## config.mk

```make
export PLATFORM = sky130hd
export DESIGN_NAME = crc_link_scheduler
export DESIGN_NICKNAME = d
export VERILOG_FILES = /design/src/rtl/crc_link_scheduler.sv
export SDC_FILE = /design/constraint.sdc
export NUM_CORES = 1
export LEC_CHECK = 0
export ABC_AREA = 1
export CORE_ASPECT_RATIO = 1.5
export CORE_MARGIN = 4
export CORE_UTILIZATION = 48
export CTS_BUF_LIST = sky130_fd_sc_hd__clkbuf_16
export DETAILED_ROUTE_END_ITERATION = 12
export PLACE_DENSITY = 0.84
export SYNTH_ARGS = -nofsm -noshare
export SYNTH_HDL_FRONTEND = slang
export SYNTH_SLANG_ARGS = --single-unit
```

## constraint.sdc

```tcl
create_clock -name clk -period 3.2 [get_ports clk]
set_clock_uncertainty 0.15 [all_clocks]
set_input_delay 0.8 -clock clk [delete_from_list [all_inputs] [get_ports clk]]
set_output_delay 0.8 -clock clk [all_outputs]
set_load 0.05 [all_outputs]
```

## src/rtl/crc_link_scheduler.sv

```systemverilog
// Message scheduler for the CRC encode/inject/decode chain: feeds host words to the
// transmitter, drives per-word error vectors, counts receiver beats and runs a watchdog.
module crc_link_scheduler #(
    parameter int MAX_WORDS = 16,
    parameter int TIMEOUT   = 64,
    localparam int LW       = $clog2(MAX_WORDS + 1)
) (
    input  logic          clk,
    input  logic          rst,
    input  logic          start,
    input  logic [LW-1:0] msgLen,
    input  logic [1:0]    erMode,
    input  logic          hostValid,
    input  logic [15:0]   hostData,
    output logic          hostReady,
    output logic          dataValid,
    output logic [15:0]   dataIn,
    input  logic          Txbusy,
    input  logic          CWValid,
    output logic [31:0]   erIn,
    output logic          endMsgIn,
    input  logic          dOutValid,
    input  logic          erFree,
    input  logic          endMsgOut,
    output logic          busy,
    output logic          done,
    output logic          timeout,
    output logic [LW-1:0] rxCount,
    output logic [LW-1:0] errCount
);
    localparam int WW = $clog2(TIMEOUT + 1);

    typedef enum logic [2:0] {
        ST_IDLE,
        ST_FETCH,
        ST_ISSUE,
        ST_WAIT_CW,
        ST_END,
        ST_DRAIN,
        ST_DONE
    } state_t;

    state_t        state;
    state_t        state_nxt;
    logic [LW-1:0] word_idx;
    logic [LW-1:0] msg_len;
    logic [1:0]    mode;
    logic [WW-1:0] wd_cnt;
    logic          len_ok;
    logic          last_word;
    logic          wd_active;
    logic          wd_fire;
    logic [4:0]    bit_idx;
    logic [4:0]    bit_idx_nxt;

    assign len_ok      = (msgLen != '0) && (msgLen <= LW'(MAX_WORDS));
    assign last_word   = (word_idx + LW'(1)) == msg_len;
    assign wd_active   = (state == ST_ISSUE) || (state == ST_WAIT_CW) || (state == ST_DRAIN);
    assign bit_idx     = 5'(word_idx);
    assign bit_idx_nxt = bit_idx + 5'd1;

    always_ff @(posedge clk or negedge rst) begin
        if (!rst) begin
            state <= ST_IDLE;
        end else begin
            state <= state_nxt;
        end
    end

    always_comb begin
        state_nxt = state;
        wd_fire   = 1'b0;
        case (state)
            ST_IDLE:    if (start && len_ok) state_nxt = ST_FETCH;
            ST_FETCH:   if (hostValid) state_nxt = ST_ISSUE;
            ST_ISSUE:   if (!Txbusy) state_nxt = ST_WAIT_CW;
            ST_WAIT_CW: if (CWValid) state_nxt = last_word ? ST_END : ST_FETCH;
            ST_END:     state_nxt = ST_DRAIN;
            ST_DRAIN:   if (endMsgOut) state_nxt = ST_DONE;
            ST_DONE:    state_nxt = ST_IDLE;
            default:    state_nxt = ST_IDLE;
        endcase
        // A legitimate exit in the expiry cycle wins over the watchdog.
        if (wd_active && (wd_cnt == WW'(TIMEOUT - 1)) && (state_nxt == state)) begin
            wd_fire   = 1'b1;
            state_nxt = ST_IDLE;
        end
    end

    always_comb begin
        erIn = '0;
        if ((state == ST_ISSUE) || (state == ST_WAIT_CW)) begin
            case (mode)
                2'b01:   erIn = 32'd1 << bit_idx;
                2'b10:   erIn = (32'd1 << bit_idx) | (32'd1 << bit_idx_nxt);
                default: erIn = '0;
            endcase
        end
    end

    assign hostReady = (state == ST_FETCH);
    assign dataValid = (state == ST_ISSUE) && !Txbusy;
    assign endMsgIn  = (state == ST_END);
    assign busy      = (state != ST_IDLE);
    assign done      = (state == ST_DONE);

    always_ff @(posedge clk or negedge rst) begin
        if (!rst) begin
            word_idx <= '0;
            msg_len  <= '0;
            mode     <= '0;
            wd_cnt   <= '0;
            dataIn   <= '0;
            timeout  <= 1'b0;
            rxCount  <= '0;
            errCount <= '0;
        end else begin
            wd_cnt <= ((state_nxt != state) || !wd_active) ? '0 : wd_cnt + WW'(1);
            if ((state == ST_IDLE) && (state_nxt == ST_FETCH)) begin
                msg_len  <= msgLen;
                mode     <= erMode;
                word_idx <= '0;
                rxCount  <= '0;
                errCount <= '0;
                timeout  <= 1'b0;
            end
            if ((state == ST_FETCH) && hostValid) begin
                dataIn <= hostData;
            end
            if ((state == ST_WAIT_CW) && CWValid) begin
                word_idx <= word_idx + LW'(1);
            end
            if (wd_fire) begin
                timeout <= 1'b1;
            end
            // Counting is keyed on the current state, so beats in transition cycles still land.
            if ((state != ST_IDLE) && dOutValid) begin
                if (rxCount != '1) rxCount <= rxCount + LW'(1);
                if (!erFree && (errCount != '1)) errCount <= errCount + LW'(1);
            end
        end
    end
endmodule
```

=== Word level (Yosys, flattened, before mapping) ===
Index checks and enable logic that the tools add are counted.

* Output and inout port bits: 64
* Word-level logic and storage cells: 75
* Bits in registers: 49

* Order comparisons: 1
* Bitwise logic cells: 1
* Mux-type cells: 22
* Shifts and indexed selects: 2
* Reductions and logical operators: 21
* Equal/unequal tests: 15
* Add/sub/neg operators: 4

{| class="wikitable"
|+ Operators with widths
! kind !! count
|-
| one-hot mux 32 bit (2 select lines) || 1
|-
| << shifter 1 x 5 -> 32 bit (first input constant) || 2
|-
| two-way mux 5 bit || 8
|-
| two-way mux 32 bit || 1
|-
| OR 32 bit || 1
|-
| two-way mux 3 bit || 7
|-
| one-hot mux 3 bit (6 select lines) || 1
|-
| adder 5 x 1 -> 5 bit (second input constant) || 3
|-
| logical AND 1 bit || 10
|-
| inequality test 5 bit (second input constant) || 2
|-
| == test 3 bit (second input constant) || 3
|-
| adder 7 x 1 -> 7 bit (second input constant) || 1
|-
| == test 7 x 6 -> 1 bit (second input constant) || 1
|-
| two-way mux 7 bit || 1
|-
| == test 3 x 1 -> 1 bit (second input constant) || 2
|-
| == test 3 x 2 -> 1 bit (second input constant) || 2
|-
| == test 5 bit || 1
|-
| <= comparator 5 bit (second input constant) || 1
|-
| nonzero test 5 bit || 1
|-
| nonzero test 2 bit || 2
|-
| == test 3 bit || 1
|-
| zero test 1 bit || 3
|-
| zero test 3 bit || 1
|-
| logical OR 1 bit || 3
|-
| other kinds (5) || 7
|}

=== Depth between registers and ports, before layout ===
* Depth after elaboration: 13
* Depth in mapped cells: 15

=== Worst setup path before layout ===
No wires, ideal clock.

* Path kind: register -> output
* Start: register word_idx[1], in the netlist bit_idx[1]
* End: output port erIn[16]
* Required time: 2250 ps
* Cell stages (with the launch flop): 8
* Data arrival time: 2504 ps
* Path slack: -254 ps
* Cell sequence: dfrtp_1 ha_1 ha_1 clkbuf_1 clkinv_1 nor3_1 a22oi_1 nor2_1

* Longest elaborated chain between the ends: 5
* Elaborated cells between the ends (all ways): 6
* Those cells by class: add/sub (1); shift (2); mux (2); bitwise (1)

{| class="wikitable"
|+ RTL lines
! element !! line !! source
|-
| start: declaration || 45 || <nowiki>logic [LW-1:0] word_idx;</nowiki>
|-
| start signal: assignment || 131 || <nowiki>word_idx <= word_idx + LW'(1);</nowiki>
|-
| adder 5 x 1 -> 5 bit || 60 || <nowiki>assign bit_idx_nxt = bit_idx + 5'd1;</nowiki>
|-
| << shifter 1 x 5 -> 32 bit || 95 || <nowiki>2'b10: erIn = (32'd1 << bit_idx) | (32'd1 << bit_idx_nxt);</nowiki>
|-
| OR 32 bit || 95 ||
|-
| one-hot mux 32 bit (2 select lines) * || 93 || <nowiki>case (mode)</nowiki>
|-
| two-way mux 32 bit * || 92 || <nowiki>if ((state == ST_ISSUE) || (state == ST_WAIT_CW)) begin</nowiki>
|-
| end: declaration || 20 || <nowiki>output logic [31:0] erIn,</nowiki>
|}

Mark *: on every way between the ends. The rest lies on a longest branch, timed or not.

=== Worst setup path after layout ===
* Start: register word_idx[1], in the netlist bit_idx[1]
* End: output port erIn[13]

Same word-level chain as after synthesis.

==> flow_summary.toml <==
[cts]
root_buffer = "clkbuf_16"
hold_buffers = 0
cts_buffers = 5
clk_path_buf_depth = 2
clk_pin_slew_ns = 0.06
clock_latency_ns = 0.30
clkSinkCount = 49
cts_tree = "done"
htree_levels = 2

[die]
core_area_sq_um = 6486
num_rows = 36
die-height_um = 107.9
boundaryPins = 96
start_util_pct = 49.21
die_w_um = 74.58
die_area_sq_um = 8045

[cells_and_area]
area_delta_synth_final_pct = 56.57
diodes = 0
layout_commonest_cell = "clkdlybuf4s50_1"
layout_common_cells = "clkdlybuf4s50_1 (61), nand2_1 (52), dfrtp_1 (47), inv_1 (34), buf_12 (33)"
fin_util_pct = 77.04
final_area_sq_um = 4997
fin_nets = 537
instances_no_fill = 568
fillers = 409
drive_above_1_share_pct = 31.71

[yosys]
netlist_instances = 394
yosysTopAreaCell = "dfrtp_1"
ys_warn_count = 0
ys_types = 34
syn_avg_cell_area_sq_um = 8.101
ys_seq_elements = 49
syn_area_sq_um = 3192
ys_seq_area_share_pct = 38.42
synth_area_leaders = "dfrtp_1 (38%), a22oi_1 (7.5%), nand2_1 (6.2%)"
synth_nets = 440
synth_top_area_share_pct = 38.42

[route]
vias_per_cell = 5.507
antenna_left = 0
vias = 3128
wl_mm = 8.610
route.detailed.drc = 0
drt-pass1-iter-count = 4
drtIter0Drc = 180
routedWlPerCell_um = 15.16

[setup_path]
critPathArrivalTime_ns = 2.21
critPathTopFamily = "adder cells"
path_class = "flop to output pin"
slowest_stage = "dfrtp_2"
max_stage_delay_ns = 0.45
worst_ep_required_time_ns = 2.25
crit_buf_inv = 2
worstSetupEndpointType = "output pin"
cp_cell_sequence = "ha_2, ha_1, buf_4, nor3_2, a22oi_1, nor2_2, buf_12"
worstSetupStartpointType = "flop"
cp_max_fo = 10

[placed_design]
port_buffers = 95
place_area_sq_um = 4673
gp_congestion = 0.9373
pre_cts_ws_ns = 0.1920
dp.cells = 558
dp_hpwl_mm = 6.640

[status]
status = "finished clean"

[power_and_ir_drop]
vdd_drop_max_mv = 0.7675
p_leak_nw = 2.049
p_per_area_nw_per_um2 = 895.3
total_power_mw = 4.474

[hold_path]
worstHoldPathType = "primary input to async pin"

[timing]
setup_tns_ns = 0
hold_viol_final = 0
timing.final.crit_share_pct = 98.82
setup_viol = 0
period_minus_slack_ns = 3.162
rsz0062_at_grt = "yes"
slew_viol_final = 0
fin_ws_ns = 0.03777
fmax_mhz = 316.2
holdWs_ns = 0.2575
worst_slew_pin_slew_ns = 0.7120
maxSlewHeadroom_pct = 52.53

[global_routing]
grt_pass1_wl_mm = 13.90
grtUsageTotal_pct = 22.05
grt_pass1_vias = 3154
grt_start_max_net_pins = 35
grt_antenna_before_repair = 0
grt-ovfl-total = 0

[job]
drv_cap = 0
metal layers:
layer	GRT usage, %	vias up	wire (um)
met5	0	-	0
met1	21.18	1443	2906
met2	41.32	137	4708
met3	6.822	26	686
met4	9.415	0	310
li1	-	1522	-
path summary, 6_finish.rpt:
kind	startpoint	end	slack, ns	depth (start not counted)
min reg2reg	wd_cnt[0]	wd_cnt[0]	0.33	1
min in group clk	wd_cnt[0]	wd_cnt[0]	0.33	1
max	bit_idx[1]	erIn[13]	0.04	7
max reg2reg	bit_idx[1]	wd_cnt[0]	0.65	13
max in group asynchronous	rst	rxCount[0]	1.91	2
min	rst	dataIn[9]	0.26	1
kinds of logic after synthesis:
logic type	Yosys count	synth area share [%]
compound gates	53	11.37
flops	49	38.42
simple gates	188	27.56
buf+inv	60	7.604
fa+ha+maj	14	5.488
xor+xnor	12	3.293
mux	18	6.272
where the power goes:
part	internal, mW	switching [mW]	leakage, nW
Clock	0.291	0.237	0.0718
Combinational	0.932	1.93	1.36
Sequential	0.866	0.217	0.618
Total	2.09	2.38	2.05
area by class of cell:
type,instances,area [sq um],share of cell area (%)
timing repair buffer,106,1359,27.19
tap,76,95.09,1.903
multi-input combinational,285,2001,40.04
sequential,49,1229,24.59
inverter,44,167.7,3.355
clock inverter,3,21.27,0.4256
clock buffer,5,125.1,2.504
cell usage after synthesis (all sizes together):
cell type / count
o31ai: 1
mux2i: 2
clkinv: 1
o21ai: 12
or2: 2
a22oi: 32
nand3: 27
ha: 14
nand4: 4
a21oi: 2
mux2: 16
inv: 43
dfrtp: 49
xor2: 7
nor2: 66
nor3: 27
nand2: 61
o211a: 1
buf: 7
clkbuf: 9
xnor2: 5
o22ai: 5
nand3b: 1
flip-flops by register name, summed over array words and instances (netlist names), 2 cells and up:
signal,count
rxCount,5
bit_idx,5
wd_cnt,7
mode,2
state,3
dataIn,16
msg_len,5
errCount,5
repair_timing:
action | 4_1_cts | 5_1_grt
resized for setup | 8 | 35
pin swaps | 2 | 5
setup buffers | 0 | 2
setup endpoints to repair | 32 | 31
(Power assumes the default switching activity.)
